--- src/rtl/mem_arb_pkg.sv ---
// Shared types and constants for the two-port memory arbiter.
// Optional round-robin policy is selected with MEM_ARB_ROUND_ROBIN_EN.
package mem_arb_pkg;

  localparam int DATA_WIDTH_DEF = 32;
  localparam int ADDR_WIDTH_DEF = 9;

  localparam logic PORT_A = 1'b0;
  localparam logic PORT_B = 1'b1;

  typedef enum logic [1:0] {
    ST_IDLE    = 2'd0,
    ST_ISSUE   = 2'd1,
    ST_CAPTURE = 2'd2,
    ST_ACK     = 2'd3
  } state_e;

endpackage

--- src/rtl/mem_arb_pick.sv ---
// Two-way winner select. With MEM_ARB_ROUND_ROBIN_EN defined, ties go to the
// port not granted last; otherwise port B always wins ties.
module mem_arb_pick
  import mem_arb_pkg::*;
(
  input  logic clk,
  input  logic clr,
  input  logic a_req,
  input  logic b_req,
  input  logic grant_en,
  output logic grant_valid,
  output logic grant_port
);

  assign grant_valid = grant_en & (a_req | b_req);

`ifdef MEM_ARB_ROUND_ROBIN_EN
  logic last_q;
  logic last_d;

  always_comb begin
    grant_port = PORT_A;
    last_d     = last_q;
    if (a_req && b_req) begin
      grant_port = ~last_q;
    end else if (b_req) begin
      grant_port = PORT_B;
    end
    if (grant_valid) begin
      last_d = grant_port;
    end
  end

  // Reset value "last granted B" makes A win the first tie.
  always_ff @(posedge clk or posedge clr) begin
    if (clr) begin
      last_q <= PORT_B;
    end else begin
      last_q <= last_d;
    end
  end
`else
  logic unused_pick;
  assign unused_pick = clk ^ clr;
  assign grant_port  = b_req ? PORT_B : PORT_A;
`endif

endmodule

--- src/rtl/mem_arbiter.sv ---
// Two-port (CPU / loader) arbiter onto a single-port registered-read RAM.
// Tie policy is set by MEM_ARB_ROUND_ROBIN_EN (see mem_arb_pick).
module mem_arbiter
  import mem_arb_pkg::*;
#(
  parameter int DATA_WIDTH = DATA_WIDTH_DEF,
  parameter int ADDR_WIDTH = ADDR_WIDTH_DEF
) (
  input  logic                  clk,
  input  logic                  clr,
  input  logic                  a_req,
  input  logic                  a_we,
  input  logic [ADDR_WIDTH-1:0] a_addr,
  input  logic [DATA_WIDTH-1:0] a_wdata,
  output logic                  a_ack,
  output logic [DATA_WIDTH-1:0] a_rdata,
  input  logic                  b_req,
  input  logic                  b_we,
  input  logic [ADDR_WIDTH-1:0] b_addr,
  input  logic [DATA_WIDTH-1:0] b_wdata,
  output logic                  b_ack,
  output logic [DATA_WIDTH-1:0] b_rdata,
  output logic                  ram_enable,
  output logic                  ram_read,
  output logic                  ram_write,
  output logic [ADDR_WIDTH-1:0] ram_address,
  output logic [DATA_WIDTH-1:0] ram_data_in,
  input  logic [DATA_WIDTH-1:0] ram_data_out,
  output logic                  busy,
  output logic [1:0]            dbg_state
);

  state_e                state_q, state_d;
  logic                  we_q, we_d;
  logic                  port_q, port_d;
  logic [ADDR_WIDTH-1:0] addr_q, addr_d;
  logic [DATA_WIDTH-1:0] wdata_q, wdata_d;
  logic [DATA_WIDTH-1:0] a_rdata_q, a_rdata_d;
  logic [DATA_WIDTH-1:0] b_rdata_q, b_rdata_d;
  logic                  grant_valid;
  logic                  grant_port;

  mem_arb_pick u_pick (
    .clk         (clk),
    .clr         (clr),
    .a_req       (a_req),
    .b_req       (b_req),
    .grant_en    (state_q == ST_IDLE),
    .grant_valid (grant_valid),
    .grant_port  (grant_port)
  );

  always_comb begin
    state_d   = state_q;
    we_d      = we_q;
    port_d    = port_q;
    addr_d    = addr_q;
    wdata_d   = wdata_q;
    a_rdata_d = a_rdata_q;
    b_rdata_d = b_rdata_q;
    case (state_q)
      ST_IDLE: begin
        if (grant_valid) begin
          port_d  = grant_port;
          we_d    = (grant_port == PORT_B) ? b_we    : a_we;
          addr_d  = (grant_port == PORT_B) ? b_addr  : a_addr;
          wdata_d = (grant_port == PORT_B) ? b_wdata : a_wdata;
          state_d = ST_ISSUE;
        end
      end
      ST_ISSUE: begin
        state_d = we_q ? ST_ACK : ST_CAPTURE;
      end
      ST_CAPTURE: begin
        // RAM read data is registered, so it is valid one cycle after ISSUE.
        if (port_q == PORT_B) begin
          b_rdata_d = ram_data_out;
        end else begin
          a_rdata_d = ram_data_out;
        end
        state_d = ST_ACK;
      end
      ST_ACK: begin
        state_d = ST_IDLE;
      end
      default: begin
        state_d = ST_IDLE;
      end
    endcase
  end

  always_ff @(posedge clk or posedge clr) begin
    if (clr) begin
      state_q   <= ST_IDLE;
      we_q      <= 1'b0;
      port_q    <= PORT_A;
      addr_q    <= '0;
      wdata_q   <= '0;
      a_rdata_q <= '0;
      b_rdata_q <= '0;
    end else begin
      state_q   <= state_d;
      we_q      <= we_d;
      port_q    <= port_d;
      addr_q    <= addr_d;
      wdata_q   <= wdata_d;
      a_rdata_q <= a_rdata_d;
      b_rdata_q <= b_rdata_d;
    end
  end

  assign ram_enable  = (state_q == ST_ISSUE);
  assign ram_read    = ram_enable & ~we_q;
  assign ram_write   = ram_enable & we_q;
  assign ram_address = addr_q;
  assign ram_data_in = wdata_q;
  assign a_ack       = (state_q == ST_ACK) && (port_q == PORT_A);
  assign b_ack       = (state_q == ST_ACK) && (port_q == PORT_B);
  assign a_rdata     = a_rdata_q;
  assign b_rdata     = b_rdata_q;
  assign busy        = (state_q != ST_IDLE);
  assign dbg_state   = state_q;

endmodule

--- config.mk ---
export PLATFORM = sky130hd
export DESIGN_NAME = mem_arbiter
export DESIGN_NICKNAME = d
export VERILOG_FILES = /design/src/rtl/mem_arb_pkg.sv /design/src/rtl/mem_arb_pick.sv /design/src/rtl/mem_arbiter.sv
export SDC_FILE = /design/constraint.sdc
export NUM_CORES = 1
export LEC_CHECK = 0
export CAP_MARGIN = 15
export CORE_MARGIN = 2
export CORE_UTILIZATION = 25
export CTS_CLUSTER_DIAMETER = 120
export DETAILED_ROUTE_END_ITERATION = 12
export RECOVER_POWER = 50
export SLEW_MARGIN = 30
export SYNTH_ARGS = -nofsm -noshare
export SYNTH_HDL_FRONTEND = slang
export SYNTH_SLANG_ARGS = --single-unit
--- constraint.sdc ---
create_clock -name clk -period 11 [get_ports clk]
set_input_delay 2.2 -clock clk [delete_from_list [all_inputs] [get_ports clk]]
set_output_delay 2.2 -clock clk [all_outputs]
set_load 0.01 [all_outputs]
==> summary.md <==
| Metric | Value |
|---|---|
| Placed cells | 775 |
| DRC Markers | 0 |
| Setup TNS | 0 ns |
| First-pass GRT wire length | 17,660 um |
| DR iter-0 viols | 41 |
| Post-cts sizing count | 0 |
| IO Pins | 233 |
| CP Data Required Time | 11.23 ns |
| Failing checks | max-capacitance violations, max-slew violations |
| Max clock buf depth | 2 |
| CTS tree | done |
| Post-CTS Setup Repair Bufs | 0 |
| WP data arrival | 7.29 ns |
| Synthesized area | 4848 um^2 |
| Status | complete, but fails checks |
| RSZ-0062 raised after global routing | false |
| Antenna fix cells | 0 |
| Critical-path cell list | buf_2 -> clkbuf_1 -> o21ai_0 -> buf_4 -> mux2_1 |
| Routed wire length per instance | 14.50 um |
| Slew headroom | -111.9% |
| Critical path buffers and inverters | 3 |
| Htree depth | 3 |
| P per Cell Area | 267.4 nW/um^2 |
| Tcrit/Tclk final | 64.17% |
| ANT nets after route | 0 |
| Post-synth EDFFs | 0 |
| Clock Sinks | 109 |
| Leading area contributor after synthesis | dfrtp_1 |
| GRT Residual Overflow | 0 |
| Sequential share of the synthesized area | 56.26% |
| Layout cells sized above 1 | 31.45% |
| Final Hold Fails | 0 |
| Pre-CTS WS | 6.770 ns |
| Synth Register Bits | 109 |
| Vias in the first global route | 3,405 |
| Final HPWL DP | 8533 um |
| Syn Nets | 419 |
| Startpoint types | input pin |
| Peak VDD IR | 104.3 uV |
| Worst slew pin tran | 3.178 ns |
| Die height | 143.3 um |
| Post-layout util | 40.85% |
| Layout Cells excl Fill | 791 |
| Share of the synthesized area in the top cell type | 56.26% |
| Die W | 143.3 um |
| Initial antenna violation count | 0 |
| Via-to-Cell Ratio | 4.128 |
| Max Cap Viol | 3 |
| Routed vias | 3,265 |
| Mapped Cells | 295 |
| DRT Wirelength | 11,470 um |
| Dominant cells by area after synthesis | dfrtp_1, mux2_2, mux2_4 |
| Port Buffers | 232 |
| Crit-path max FO | 45 |
| CTS Root Cell | clkbuf_16 |
| Static Leakage | 0.003212 uW |
| CP endpoint kind | register |
| GR Util All Layers | 11.09% |
| Max frequency | 141.7 MHz |
| CP max-delay cell | clkbuf_1 |
| Pre-Repair DR Iteration Count | 4 |
| Max stage delay on crit path | 2.24 ns |
| Setup Crit Path Kind | in -> reg |
| Clock skew | 0.006937 ns |
| RD Place Congestion | 0.6797 |
| Initial Util | 25.66% |
| Critical path's top delay family | buffers and inverters |
| Syn. warnings | 0 |
| Worst Hold Class | reg -> reg |
| Final nets | 651 |
| Largest net degree at the start of global routing | 67 |
| Synth Area per Inst | 16.44 um^2 |
| CTS Hold Buffers Added | 0 |
| Asr flop ratio synth | 100.0% |
| Count leader, synth | dfrtp_1 |
| Most instantiated cells after synthesis | dfrtp_1, mux2_2, mux2_4, buf_6 |
| Min Tclk post-route | 7.059 ns |
| PnR worst setup slack | 3.941 ns |
| Clock Latency Late Sink | 0.35 ns |
| Final slew viol count | 108 |
| Area of the die | 20,520 um^2 |
| Top_reg_cell synth | dfrtp_1 |
| Core Region | 18,890 um^2 |
| Layout area overhead | 59.17% |
| Rows | 50 |
| Final setup viols | 0 |
| Distinct cells, synth | 19 |
| Clock transition at the registers of the reported paths | 0.07 ns |
| CTS Buf Count | 9 |
[path summary, 6_finish.rpt]
path | start | to | slack, ns | cells past startpoint
worst min register to register | ram_data_in[15] | ram_data_in[15] | 0.50 | 1
min in group asynchronous | clr | b_rdata[24] | 2.80 | 2
worst max-delay path | b_req | ram_address[5] | 3.94 | 5
worst max register to register | dbg_state[0] | ram_address[5] | 8.27 | 5
max in group asynchronous | clr | ram_data_in[2] | 6.66 | 3
worst min-delay path | ram_data_in[15] | ram_data_in[15] | 0.50 | 1
[area by class of cell]
cell class | count | area (um^2)
clock buffers | 9 | 225.2
clock inverters | 6 | 95.09
inverters | 4 | 16.27
well taps | 260 | 325.3
fillers | 1766 | 11180
repair buffers | 237 | 2371
flip-flops and latches | 109 | 2728
multi-input cells | 166 | 1957
[per-layer routing]
metal | wire length, um | global-route usage (%)
met2 | 5428 | 17.85
met3 | 1030 | 4.359
met1 | 4833 | 13.53
met5 | 0 | 0
met4 | 179 | 3.922
[sequential cells by signal (all words and copies together) (netlist names)]
register     flops
a_rdata         32
b_rdata         32
ram_address      9
port_q           1
dbg_state        2
we_q             1
ram_data_in     32
[logic make-up (layout without fill, tap and decap cells)]
logic type,Yosys count,in the layout,share of synthesized area [%]
compound gates,5,5,0.9034
buf+inv,20,256,3.200
simple gates,8,8,1.058
flops,109,109,56.26
mux,149,149,37.55
fa+ha+maj,4,4,1.032
[worst register-to-register path, delay by kind of cell, from the launching register on]
kind	cells	cell delay, ns
AOI/OAI and AO/OA	1	0.77
adders and majority gates	1	0.29
buffers and inverters	2	0.77
DFF	1	0.43
muxes	1	0.36
[power breakdown]
part	internal [uW]	switching (uW)	leakage (uW)
Combinational	628	366	0.00179
Sequential	612	113	0.00128
Clock	201	145	0.000150
[per-stage QoR]
step	hold slack, ns	total power [uW]	cell area (um^2)
after floorplan	0.5178	1208	4848
after global placement	0.4838	1746	7391
after detailed placement	0.4919	1764	7391
after CTS	0.5078	2122	7711
after global routing	0.5105	2196	7717
final	0.4995	2064	7717
[cell usage in the layout, fill, tap and decap left out, types with 2 or more instances in the layout]
master / synthesis / final
clkdlybuf4s50_1: 0 / 158
dfrtp_1: 109 / 109
mux2_2: 107 / 107
dlygate4sd3_1: 0 / 73
mux2_4: 38 / 38
clkbuf_16: 0 / 9
mux2_1: 4 / 4
ha_1: 4 / 4
inv_1: 4 / 3
buf_4: 4 / 3
nand2_1: 2 / 2
and2_1: 2 / 2
nor2b_1: 3 / 2
bufinv_16: 0 / 2
clkinvlp_4: 0 / 2
Power figures use the tool's default switching activity.
